`config.mk`:
```
export PLATFORM = sky130hd
export DESIGN_NAME = pipe_stage_elastic
export DESIGN_NICKNAME = d
export VERILOG_FILES = /design/src/rtl/mips_pipe_pkg.sv /design/src/rtl/pipe_stage_slot.sv /design/src/rtl/pipe_stage_elastic.sv
export SDC_FILE = /design/constraint.sdc
export NUM_CORES = 1
export LEC_CHECK = 0
export ABC_AREA = 1
export ABC_CLOCK_PERIOD_IN_PS = 8550
export CAP_MARGIN = 20
export CORE_ASPECT_RATIO = 0.9
export CORE_MARGIN = 3
export CORE_UTILIZATION = 30
export DETAILED_ROUTE_END_ITERATION = 7
export HOLD_SLACK_MARGIN = 0.03
export PLACE_DENSITY = 0.5
export SYNTH_ARGS = -nofsm -noshare
export SYNTH_HDL_FRONTEND = slang
export SYNTH_HIERARCHICAL = 1
export SYNTH_SLANG_ARGS = --single-unit
```
`constraint.sdc`:
```
create_clock -name i_clk -period 8.55 [get_ports i_clk]
set_input_delay 0.855 -clock i_clk [delete_from_list [all_inputs] [get_ports i_clk]]
set_output_delay 0.855 -clock i_clk [all_outputs]
set_load 0.05 [all_outputs]
```
`src/rtl/mips_pipe_pkg.sv`:
```
// Shared definitions for the elastic inter-stage pipeline registers.
// Latency: n/a (constants and types only).
// Backpressure: n/a.
//
// Provides occupancy encodings, the NOP control word and default widths.
package mips_pipe_pkg;

   localparam int NB_REG  = 32;
   localparam int NB_CTRL = 16;

   typedef logic [1:0] occ_t;

   localparam occ_t OCC_EMPTY = 2'd0;
   localparam occ_t OCC_ONE   = 2'd1;
   localparam occ_t OCC_FULL  = 2'd2;

   // An all-zero control word is a NOP for the execute stage.
   localparam logic [NB_CTRL-1:0] CTRL_NOP = '0;

endpackage

```
`src/rtl/pipe_stage_slot.sv`:
```
// One pipeline slot: valid flag, control word and payload register.
// Latency: 1 cycle from load to output.
// Backpressure: none internally; the parent decides when to load or clear.
//
// Ports: clk/rst (async active-high), en freezes the slot, load captures
// d_data/d_ctrl and sets valid, clr drops valid and zeroes the control word
// (payload is held). clr has priority over load.
module pipe_stage_slot #(
   parameter int NB_DATA = 128,
   parameter int NB_CTRL = 16
) (
   input  logic               clk,
   input  logic               rst,
   input  logic               en,
   input  logic               load,
   input  logic               clr,
   input  logic [NB_DATA-1:0] d_data,
   input  logic [NB_CTRL-1:0] d_ctrl,
   output logic               q_valid,
   output logic [NB_DATA-1:0] q_data,
   output logic [NB_CTRL-1:0] q_ctrl
);

   always_ff @(posedge clk or posedge rst) begin
      if (rst) begin
         q_valid <= 1'b0;
         q_data  <= '0;
         q_ctrl  <= '0;
      end else if (en) begin
         if (clr) begin
            q_valid <= 1'b0;
            q_ctrl  <= '0;
         end else if (load) begin
            q_valid <= 1'b1;
            q_data  <= d_data;
            q_ctrl  <= d_ctrl;
         end
      end
   end

endmodule

```
`src/rtl/pipe_stage_elastic.sv`:
```
// Elastic pipeline-stage register with a 2-entry skid buffer, flush and debug freeze.
// Latency: 1 cycle push to o_valid; full throughput with i_ready held high.
// Backpressure: o_ready is registered (no combinational path from i_ready); drops only when both slots are full.
//
// Ports: i_clk, i_reset (async active-high), i_dunit_clk_en (0 freezes all state),
// i_flush, upstream i_valid/o_ready/i_data/i_ctrl, downstream o_valid/i_ready/o_data/o_ctrl,
// o_occupancy. Defining PIPE_STAGE_PERF_EN adds saturating o_stall_cnt, o_bubble_cnt,
// o_flush_cnt (NB_CNT bits each).
module pipe_stage_elastic #(
   parameter int NB_DATA = 4 * mips_pipe_pkg::NB_REG,
   parameter int NB_CTRL = mips_pipe_pkg::NB_CTRL
`ifdef PIPE_STAGE_PERF_EN
   ,
   parameter int NB_CNT  = 32
`endif
) (
   input  logic               i_clk,
   input  logic               i_reset,
   input  logic               i_dunit_clk_en,
   input  logic               i_flush,
   input  logic               i_valid,
   output logic               o_ready,
   input  logic [NB_DATA-1:0] i_data,
   input  logic [NB_CTRL-1:0] i_ctrl,
   output logic               o_valid,
   input  logic               i_ready,
   output logic [NB_DATA-1:0] o_data,
   output logic [NB_CTRL-1:0] o_ctrl,
   output logic [1:0]         o_occupancy
`ifdef PIPE_STAGE_PERF_EN
   ,
   output logic [NB_CNT-1:0]  o_stall_cnt,
   output logic [NB_CNT-1:0]  o_bubble_cnt,
   output logic [NB_CNT-1:0]  o_flush_cnt
`endif
);
   import mips_pipe_pkg::*;

   logic               en;
   logic               push;
   logic               pop;
   occ_t               occ;
   occ_t               occ_nxt;
   logic               ready_q;

   logic               head_load;
   logic               head_clr;
   logic               head_from_skid;
   logic               skid_load;
   logic               skid_clr;

   logic               head_valid;
   logic [NB_DATA-1:0] head_data;
   logic [NB_CTRL-1:0] head_ctrl;
   logic               skid_valid;
   logic [NB_DATA-1:0] skid_data;
   logic [NB_CTRL-1:0] skid_ctrl;

   assign en   = i_dunit_clk_en;
   assign push = i_valid & ready_q & en;
   assign pop  = head_valid & i_ready & en;

   always_comb begin
      occ_nxt        = occ;
      head_load      = 1'b0;
      head_clr       = 1'b0;
      head_from_skid = 1'b0;
      skid_load      = 1'b0;
      skid_clr       = 1'b0;
      if (i_flush) begin
         // Flush kills both slots and overrides any same-cycle push/pop.
         occ_nxt  = OCC_EMPTY;
         head_clr = 1'b1;
         skid_clr = 1'b1;
      end else begin
         case (occ)
            OCC_EMPTY: begin
               if (push) begin
                  head_load = 1'b1;
                  occ_nxt   = OCC_ONE;
               end
            end
            OCC_ONE: begin
               if (push && pop) begin
                  head_load = 1'b1;
               end else if (push) begin
                  skid_load = 1'b1;
                  occ_nxt   = OCC_FULL;
               end else if (pop) begin
                  head_clr = 1'b1;
                  occ_nxt  = OCC_EMPTY;
               end
            end
            OCC_FULL: begin
               // Skid entry advances into the head; upstream is held off by o_ready=0.
               if (pop && skid_valid) begin
                  head_load      = 1'b1;
                  head_from_skid = 1'b1;
                  skid_clr       = 1'b1;
                  occ_nxt        = OCC_ONE;
               end
            end
            default: begin
               occ_nxt  = OCC_EMPTY;
               head_clr = 1'b1;
               skid_clr = 1'b1;
            end
         endcase
      end
   end

   always_ff @(posedge i_clk or posedge i_reset) begin
      if (i_reset) begin
         occ     <= OCC_EMPTY;
         ready_q <= 1'b1;
      end else if (en) begin
         occ     <= occ_nxt;
         ready_q <= (occ_nxt != OCC_FULL);
      end
   end

   pipe_stage_slot #(.NB_DATA(NB_DATA), .NB_CTRL(NB_CTRL)) u_head (
      .clk     (i_clk),
      .rst     (i_reset),
      .en      (en),
      .load    (head_load),
      .clr     (head_clr),
      .d_data  (head_from_skid ? skid_data : i_data),
      .d_ctrl  (head_from_skid ? skid_ctrl : i_ctrl),
      .q_valid (head_valid),
      .q_data  (head_data),
      .q_ctrl  (head_ctrl)
   );

   pipe_stage_slot #(.NB_DATA(NB_DATA), .NB_CTRL(NB_CTRL)) u_skid (
      .clk     (i_clk),
      .rst     (i_reset),
      .en      (en),
      .load    (skid_load),
      .clr     (skid_clr),
      .d_data  (i_data),
      .d_ctrl  (i_ctrl),
      .q_valid (skid_valid),
      .q_data  (skid_data),
      .q_ctrl  (skid_ctrl)
   );

   assign o_ready     = ready_q;
   assign o_valid     = head_valid;
   assign o_occupancy = occ;
   // Masking guarantees the next stage sees a NOP bubble when nothing is valid.
   assign o_data      = head_valid ? head_data : '0;
   assign o_ctrl      = head_valid ? head_ctrl : '0;

`ifdef PIPE_STAGE_PERF_EN
   always_ff @(posedge i_clk or posedge i_reset) begin
      if (i_reset) begin
         o_stall_cnt  <= '0;
         o_bubble_cnt <= '0;
         o_flush_cnt  <= '0;
      end else if (en) begin
         if (head_valid && !i_ready && (o_stall_cnt != '1))
            o_stall_cnt <= o_stall_cnt + 1'b1;
         if (!head_valid && (o_bubble_cnt != '1))
            o_bubble_cnt <= o_bubble_cnt + 1'b1;
         if (i_flush && (o_flush_cnt != '1))
            o_flush_cnt <= o_flush_cnt + 1'b1;
      end
   end
`else
   // Performance counters not built.
`endif

endmodule

```
* Yosys cells after proc, flatten, opt, wreduce, memory -nomap -nowiden
Cells that the tools add are included.
** Operators by class
- Bitwise logic cells :: 6
- Equality and inequality tests :: 3
- Muxes and demuxes :: 36
- Reduce and logical (&&, ||, !) cells :: 11
** Operator list (count)
- $mux W128 :: 2
- $mux W16 :: 6
- $mux W1 :: 18
- $mux W2 :: 6
- $pmux W2 S3 :: 1
- $reduce_and A3 Y1 :: 2
- $and A1 B1 Y1 :: 4
- $pmux W1 S2 :: 2
- $reduce_and A2 Y1 :: 2
- $reduce_bool A2 Y1 :: 2
- $reduce_or A2 Y1 :: 2
- $pmux W1 S3 :: 1
- $eq A2 B1 Y1 const B :: 1
- $eq A2 B2 Y1 const B :: 1
- $logic_and A1 B1 Y1 :: 2
- $logic_not A2 Y1 :: 1
- $ne A2 B2 Y1 const B :: 1
- $not A1 Y1 :: 2
** Word-level totals
- Output and inout port bits :: 148
- Logic and storage cells :: 64
- Flip-flop bits (word level) :: 293
- Bits of input ports :: 150

* Depth between registers and ports, before layout
Gate-level depths: netlist of the first run.
- Word-level depth :: 9
- Depth in mapped cells :: 14
- Mapped depth without buffers :: 11

* Cells and area by module
The synthesis of the first run kept the hierarchy.
** Modules (own cells, without submodules)
- pipe_stage_slot :: instances 2, area an instance 6004.5 um^2, cells an instance 649
- pipe_stage_elastic :: instances 1, area an instance 3510.9 um^2, cells an instance 828

* Worst setup path after synthesis of the first run
Ideal clock, no wire load.
- Path type :: flip-flop to output port
- Start point :: reg u_head.q_valid
- End point :: out o_ctrl[0]
- Slack :: 5.968 ns
- Path buffers :: 3
- Data arrival time :: 1.727 ns
- Cell stages (with the launch flop) :: 6
- Required time :: 7.695 ns
- Cell sequence :: dfrtp_1 -> clkbuf_1 -> buf_2 -> buf_2 -> nand2_1 -> inv_1
** On the way
- Longest elaborated chain between the ends :: 1
** Ends and longest elaborated chain
- from (decl) :: line pipe_stage_slot.sv:19 : output logic q_valid,
- from (signal assigned) :: line pipe_stage_slot.sv:26 : q_valid <= 1'b0;
- from (signal assigned) :: line pipe_stage_slot.sv:31 : q_valid <= 1'b0;
- from (signal assigned) :: line pipe_stage_slot.sv:34 : q_valid <= 1'b1;
- $mux W16 :: line pipe_stage_elastic.sv:153 : assign o_ctrl = head_valid ? head_ctrl : '0;
- to (decl) :: line pipe_stage_elastic.sv:28 : output logic [NB_CTRL-1:0] o_ctrl,
No other way between the ends.

* Final worst setup path of the first run
- Start point :: reg u_head.q_valid
- End point :: out o_data[85]
** On the way
- Longest elaborated chain between the ends :: 1
** Ends and longest elaborated chain
- $mux W128 :: line pipe_stage_elastic.sv:152 : assign o_data = head_valid ? head_data : '0;
- to (decl) :: line pipe_stage_elastic.sv:27 : output logic [NB_DATA-1:0] o_data,
No other way between the ends.

==> tab_implementation.tex, run 1 <==
\begin{tabular}{lr}
\hline
Metric & Value \\
\hline
\multicolumn{2}{l}{\textbf{Yosys}} \\
Post-Syn Area & $\sim$16000 um2 \\
Cell with the most instances after synthesis & nand2\_1 \\
Most instantiated flip-flop cell in the synthesis netlist & dfrtp\_1 \\
Synth Area in Compound Gates & 0.002015 \\
Arithmetic-cell share of the synthesized area counting full adders, half adders and majority gates & 0 \\
XOR/XNOR share of the synthesized area & 0 \\
Sequential share of the synthesized area & 0.4725 \\
Multiplexer area fraction after synthesis & 0 \\
Count of warnings emitted by yosys & 6 \\
Yosys top cell area share & 0.4708 \\
Number of nets produced by synthesis & between 2k and 2.5k \\
Dominant cells by area after synthesis & dfrtp\_1, nand2\_1, nand4\_1 \\
Largest family of logic cells by synthesized area & simple AND/OR/NAND/NOR gates \\
Synthesized area per cell & about 7.3 um2 \\
Cell count after synthesis & about 2.1k \\
Leading cell types by count after synthesis & nand2\_1, dfrtp\_1, nand4\_1 \\
Number of flops mapped to enable cells by yosys & 0 \\
Simple-gate share of the synthesized area & 0.4204 \\
Proportion of synthesized flip-flops having asynchronous set or reset & 1.000 \\
Yosys top cell by area & dfrtp\_1 \\
Post-synthesis sequential element count & about 290 \\
Synth unique cells & 21 \\
\multicolumn{2}{l}{\textbf{Critical path}} \\
Launching element type of the critical path & flip-flop \\
Highest-delay cell along the critical path & dfrtp\_4 \\
Crit path required time & 7.70 ns \\
Category of the worst setup path capture point & primary output \\
Data arrival time at the worst-slack endpoint & between 3 and 4 ns \\
Kind of critical path & flip-flop to primary output \\
Maximum fanout count along the critical path & 84 \\
Critical path, cell by cell & buf\_4 > nand2\_1 > inv\_1 > clkdlybuf4s50\_1 \\
Maximum cell stage delay along the critical path & $\sim$0.91 ns \\
\multicolumn{2}{l}{\textbf{STA}} \\
Final number of max-transition violations & 0 \\
Min Hold Slack & $\sim$0.47 ns \\
Hold violation total from the final report & 0 \\
Setup repair after global routing missed its margin & no \\
Tightest slew margin relative to the limit & 0.2872 \\
Final worst path period share & 0.5051 \\
Maximum clock frequency & 231.6 MHz \\
Setup clock skew after layout & approximately 0.0072 ns \\
Slew @ Worst Pin & approximately 1.1 ns \\
TNS Setup & 0 ns \\
Clock period minus worst slack & 4.318 ns \\
Number of endpoints failing setup at the final stage & 0 \\
\multicolumn{2}{l}{\textbf{Die}} \\
Area inside the core boundary & about 50000 um2 \\
Die outline width & roughly 250 um \\
Site row count & 78 \\
Area of the die & about 55000 um2 \\
Top-Level Pins & slightly below 300 \\
Starting Density & 0.3058 \\
Vert. Die Dim & between 200 and 250 um \\
\multicolumn{2}{l}{\textbf{Global route}} \\
Number of antenna violations at the first check in global routing & 8 \\
Overflow left after global routing & 0 \\
Global Route Usage Sum & 0.2019 \\
Wire length of the first global-routing pass & between 80 and 90 mm \\
Maximum number of pins on one net before global-route repair & approximately 190 \\
Vias in the first global route & between 10k and 15k \\
\multicolumn{2}{l}{\textbf{Cells and area}} \\
Area taken by flip-flops and latches & about 7300 um2 \\
Syn-to-layout area delta & 27.15\% \\
Count of placed standard cells in the final layout, fillers left out & roughly 3k \\
Finished Core Util & 0.3889 \\
Ratio of cells with drive above 1 in the final layout & 0.03896 \\
Count of nets after finishing & 2437 \\
Area taken by multi-input logic gates & approximately 6600 um2 \\
Fill cell total of the finished layout & between 5k and 6k \\
\multicolumn{2}{l}{\textbf{Run status}} \\
Status & finished, final reports clean \\
\multicolumn{2}{l}{\textbf{Place}} \\
DP HPWL & roughly 32 mm \\
Port-buffer cells & around 300 \\
Post-Place Cells & 2928 \\
Final RePlAce weighted congestion & approximately 0.75 \\
\multicolumn{2}{l}{\textbf{Route}} \\
Initial detailed-routing violation count & $\sim$1.3k \\
DR pass1 iterations & 5 \\
Sum of routed wire length over all layers & roughly 56 mm \\
Vias after detailed routing & between 15k and 20k \\
Routed wirelength normalized by instance count & $\sim$19 um \\
Post-route DRC & 0 \\
Number of vias per cell after detailed routing & slightly above 5 \\
Remaining antenna violation count & 0 \\
\multicolumn{2}{l}{\textbf{Power}} \\
Overall power after layout & between 4000 and 5000 uW \\
Power density cells & around 210 nW/um2 \\
Peak VDD IR & approximately 100 uV \\
Leakage power figure & around 0.011 uW \\
\multicolumn{2}{l}{\textbf{Clock tree}} \\
Clock latency on the worst-skew pair & 0.54 ns \\
Total setup buffers inserted after CTS & 0 \\
Number of hold-repair buffers added at the cts stage & 0 \\
Largest buffer count on any clock path & 3 \\
Root Driver & clkbuf\_16 \\
Number of CTS-inserted buffers & 37 \\
Clock tree from TritonCTS & yes \\
Number of sinks on the clock net & $\sim$300 \\
Clock edge transition at the registers on the reported setup and hold paths & 0.06 ns \\
CTS resizes & 0 \\
Depth of the CTS H-tree & 2 \\
\multicolumn{2}{l}{\textbf{Job}} \\
Max-capacitance violation count & 0 \\
\multicolumn{2}{l}{\textbf{Hold path}} \\
Tightest Hold Check Type & flip-flop to flip-flop \\
\hline
\end{tabular}
-- final cells by class --
class	count	area share
inverter	159	0.03164
sequential	293	0.3718
clock inverter	10	0.005263
antenna	6	0.0007608
tap	680	0.04311
multi-input combinational	1484	0.3348
timing repair buffer	312	0.1583
clock buffer	52	0.05434
-- layer usage --
metal	part of all wire	GRT usage	vias up
met3	0.070	0.04051	65
li1	-	-	7209
met4	0.017	0.05485	4
met5	0.00043	0	-
met2	0.44	0.3002	498
met1	0.47	0.2973	7367
-- worst max-delay path, delay by kind of cell (launching register included) --
family        cells  cell delay, ns
buf+inv           3            1.74
flops             1            0.91
simple gates      1            0.23
-- kinds of logic after synthesis --
kind of cell / Yosys count
flip-flops: 293
AND/OR/NAND/NOR: 1478
buffers and inverters: 349
AO/OA/AOI/OAI: 6
-- power breakdown --
part	total [uW]	internal, uW	switching, uW
logic	788	266	522
clock network	1540	929	615
registers	1780	1630	151
total	4110	2830	1290
-- final timing paths --
check,from,cells past startpoint,to,slack (ns)
worst min register to register,u_skid/q_data[32],2,u_skid/q_data[32],0.47
worst max-delay path,u_head/q_valid,4,o_data[85],4.23
max in group asynchronous,i_reset,3,u_skid/q_data[37],6.15
min in group asynchronous,i_reset,2,o_occupancy[1],0.76
worst min-delay path,u_skid/q_data[32],2,u_skid/q_data[32],0.47
worst max register to register,u_head/q_valid,8,u_skid/q_ctrl[6],4.52
-- placed cells by master, fill, tap and decap left out, types with 2 or more instances in the layout --
master           instances
nand4_1                289
nor2_1                   7
bufinv_16                2
nand2_2                  4
nand2_1                990
nand3_1                182
clkbuf_1                 6
clkbuf_8                 9
buf_4                   13
dfrtp_1                291
diode_2                  6
nor2_4                   2
clkbuf_16               37
nand3_4                  2
o21ai_0                  4
inv_6                    5
inv_1                  153
clkinv_2                 7
clkdlybuf4s50_1        296
-- metrics by stage --
stage               worst slack (ns)  area [um2]
finish                         4.232       19730
detailed placement             3.859       18540
CTS                            4.143       19720
global placement               3.956       18520
floorplan                      3.800       15520
global route                   4.000       19730
-- state kept, by name, indices dropped and copies added, names as in the netlist --
register,flops
u_head/q_valid,1
u_head/q_ctrl,16
u_skid/q_ctrl,16
o_ready,1
u_skid/q_valid,1
u_head/q_data,128
u_skid/q_data,128
o_occupancy,2
Power figures use the tool's default switching activity.
==> run 2: changes to the inputs <==
ABC_CLOCK_PERIOD_IN_PS = 4300   (was 8550)
clock period = 4.3 ns   (was 8.55 ns; I/O delays follow)
==> run 2 against run 1 <==
  * Clock skew is 0.014 ns higher
  * Setup slack got worse by 3.4 ns
  * Global-route usage fell by 0.54 points
  * Largest cell class unchanged
  * Worst hold slack got worse by 0.26 ns
  * Utilization increased by 0.51 points
  * Clock power increased by 110%
  * Power up 100%
  * Final cell count is 0.33% higher
  * Largest power group unchanged
  * First-iteration DRC count grew 9.4%
  * Highest routed layer is now met4
==> tab_implementation.tex, run 2 (synthesis results as in run 1) <==
\begin{tabular}{lr}
\hline
Metric & Value \\
\hline
\multicolumn{2}{l}{\textbf{Cells and area}} \\
Count of nets after finishing & 2446 (was 2437) \\
Syn-to-layout area delta & 28.83\% (was 27.15\%) \\
Registers with the most flip-flops & u\_head/q\_data (128), u\_skid/q\_data (128) (unchanged) \\
Most common library cell in the layout ignoring fill and taps & nand2\_1 (unchanged) \\
Ratio of cells with drive above 1 in the final layout & 0.04134 (was 0.03896) \\
Post-route standard cell area excluding fillers & 19990 um2 (was 19730 um2) \\
Most frequent cells in the layout & nand2\_1, clkdlybuf4s50\_1, dfrtp\_1 (unchanged) \\
Fill cell total of the finished layout & 5202 (was 5304) \\
\multicolumn{2}{l}{\textbf{Route}} \\
Routed wirelength normalized by instance count & 18.08 um (was 18.70 um) \\
Vias after detailed routing & 15.07k (was 15.14k) \\
Remaining antenna violation count & 0 (unchanged) \\
WL met1 & 25.46 mm (was 26.21 mm) \\
Sum of routed wire length over all layers & 54.35 mm (was 56.01 mm) \\
Initial detailed-routing violation count & 1462 (was 1336) \\
DR pass1 iterations & 5 (unchanged) \\
Sum of met2 wire segment lengths after detailed routing & 24.44 mm (was 24.90 mm) \\
Metal3 WL & 3.409 mm (was 3.911 mm) \\
Post-route DRC & 0 (unchanged) \\
Number of vias per cell after detailed routing & 5.013 (was 5.054) \\
Max Used Layer & met4 (was met5) \\
\multicolumn{2}{l}{\textbf{STA}} \\
Maximum clock frequency & about 290 MHz \\
Setup repair after global routing missed its margin & no (unchanged) \\
Clock period minus worst slack & between 3 and 4 ns \\
Hold violation total from the final report & 0 (unchanged) \\
Final worst path period share & 0.8124 \\
TNS Setup & 0 ns (unchanged) \\
Number of endpoints failing setup at the final stage & 0 (unchanged) \\
Setup clock skew after layout & 0.02165 ns (was 0.007180 ns) \\
Slew @ Worst Pin & 1.092 ns (was 1.069 ns) \\
Tightest slew margin relative to the limit & 0.2719 (was 0.2872) \\
Final number of max-transition violations & 0 (unchanged) \\
\multicolumn{2}{l}{\textbf{Global route}} \\
Maximum number of pins on one net before global-route repair & 155 (was 192) \\
Vias in the first global route & 14.59k (was 14.70k) \\
Global Route Usage Sum & 0.1966 (was 0.2019) \\
Number of antenna violations at the first check in global routing & 3 (was 8) \\
Overflow left after global routing & 0 (unchanged) \\
Wire length of the first global-routing pass & 86.25 mm (was 87.80 mm) \\
\multicolumn{2}{l}{\textbf{Place}} \\
Post-detailed-placement cell area & 18720 um2 (was 18540 um2) \\
Final RePlAce weighted congestion & 0.7762 (was 0.7516) \\
DP HPWL & 31.05 mm (was 31.77 mm) \\
Port-buffer cells & 297 (unchanged) \\
\multicolumn{2}{l}{\textbf{Critical path}} \\
Cell mode on critical path & nand2\_1 \\
Worst R2R End & u\_head/q\_data[47] (was u\_skid/q\_ctrl[6]) \\
Category of the worst setup path capture point & flip-flop (was primary output) \\
Launching element type of the critical path & flip-flop (unchanged) \\
Data arrival time at the worst-slack endpoint & 3.92 ns (was 3.46 ns) \\
Critical register-to-register path startpoint & u\_head/q\_valid (unchanged) \\
R2R cell count & 8 (unchanged) \\
Highest-delay cell along the critical path & dfrtp\_4 (unchanged) \\
Maximum fanout count along the critical path & 144 (was 84) \\
Kind of critical path & flip-flop to flip-flop (was flip-flop to primary output) \\
Maximum cell stage delay along the critical path & 0.81 ns (was 0.91 ns) \\
Critical path, cell by cell & nand4\_2 > nor2\_4 > buf\_4 > nand2\_8 > nand2\_1 > nand2\_1 > nand4\_1 > nand2\_1 (was buf\_4 > nand2\_1 > inv\_1 > clkdlybuf4s50\_1) \\
Crit path required time & 4.72 ns (was 7.70 ns) \\
Flop2flop setup slack & 0.81 ns (was 4.52 ns) \\
\multicolumn{2}{l}{\textbf{Clock tree}} \\
CTS resizes & 0 (unchanged) \\
Clock latency on the worst-skew pair & 0.55 ns (was 0.54 ns) \\
Depth of the CTS H-tree & 2 (unchanged) \\
Number of sinks on the clock net & 293 (unchanged) \\
Clock tree from TritonCTS & yes (unchanged) \\
Total setup buffers inserted after CTS & 0 (unchanged) \\
Root Driver & clkbuf\_16 (unchanged) \\
Number of CTS-inserted buffers & 37 (unchanged) \\
Number of hold-repair buffers added at the cts stage & 0 (unchanged) \\
Clock edge transition at the registers on the reported setup and hold paths & 0.06 ns (about the same) \\
Largest buffer count on any clock path & 3 (unchanged) \\
\multicolumn{2}{l}{\textbf{Die}} \\
Area inside the core boundary & 50750 um2 (unchanged) \\
Top-Level Pins & 298 (unchanged) \\
Area of the die & 54500 um2 (unchanged) \\
Starting Density & 0.3058 (unchanged) \\
Die outline width & 245.8 um (unchanged) \\
Vert. Die Dim & 221.8 um (unchanged) \\
Site row count & 78 (unchanged) \\
\multicolumn{2}{l}{\textbf{Hold path}} \\
Tightest Hold Check Type & input pin to asynchronous set/reset pin (was flip-flop to flip-flop) \\
\multicolumn{2}{l}{\textbf{Job}} \\
Max-capacitance violation count & 0 (unchanged) \\
\multicolumn{2}{l}{\textbf{Power}} \\
Peak VDD IR & 225.5 uV (was 103.1 uV) \\
Leakage power figure & 0.01100 uW (was 0.01089 uW) \\
Power density cells & 415.7 nW/um2 (was 208.5 nW/um2) \\
\multicolumn{2}{l}{\textbf{Run status}} \\
Status & finished, final reports clean (unchanged) \\
\hline
\end{tabular}
-- run 2: layout make-up --
class                           instances  area (um2)  share of cell area
Sequential cell                       293        7337              0.3670
Multi-Input combinational cell       1484        6608              0.3305
Timing Repair Buffer                  321        3328              0.1665
Clock buffer                           62        1172             0.05864
Tap cell                              680       850.8             0.04255
Inverter                              159       619.3             0.03098
Clock inverter                          3       68.82            0.003442
Antenna cell                            4       10.01           0.0005006
-- run 2: critical path, delay by kind of cell, from the launching register on --
kind | cells | cell delay, ns
flops | 1 | 0.81
simple gates | 7 | 1.67
buf+inv | 1 | 0.68
-- run 2: power breakdown --
group	internal (uW)	switching (uW)	total (uW)
Combinational	549	1040	1590
Sequential	3250	292	3540
Clock	1970	1220	3190
Total	5760	2550	8310
-- run 2: per-stage QoR --
stage | power (uW) | hold WS (ns) | setup slack, ns | util | cells
2_1_floorplan | 4536 | 0.1829 | 2.051 | - | 2126
3_3_place_gp | 5147 | 0.4533 | 0.6866 | 0.3680 | 2934
6_report | 8312 | 0.2103 | 0.8067 | 0.3940 | 3006
4_1_cts | 8432 | 0.1708 | 0.7892 | 0.3934 | 3001
5_1_grt | 8759 | 0.1976 | 0.4771 | 0.3939 | 3004
3_5_place_dp | 5180 | 0.4586 | 0.7067 | 0.3689 | 2936
-- run 2: worst max path at each step --
stage                    from                 to  slack [ns]  depth (start not counted)
3_3_place_gp          i_flush  u_head/q_data[42]        0.69                          8
3_5_place_dp          i_flush  u_head/q_data[38]        0.71                          8
4_1_cts        u_head/q_valid  u_head/q_data[25]        0.79                          8
6_report       u_head/q_valid  u_head/q_data[47]        0.81                          8
5_1_grt        u_head/q_valid  u_head/q_data[74]        0.48                          8
2_1_floorplan         i_reset   u_head/q_ctrl[0]        2.05                          1
-- run 2: routing by layer --
layer / vias up / track usage
met2: 468 / 0.3006
li1: 7228 / -
met3: 65 / 0.03664
met4: 0 / 0.05485
met1: 7307 / 0.2835
met5: - / 0
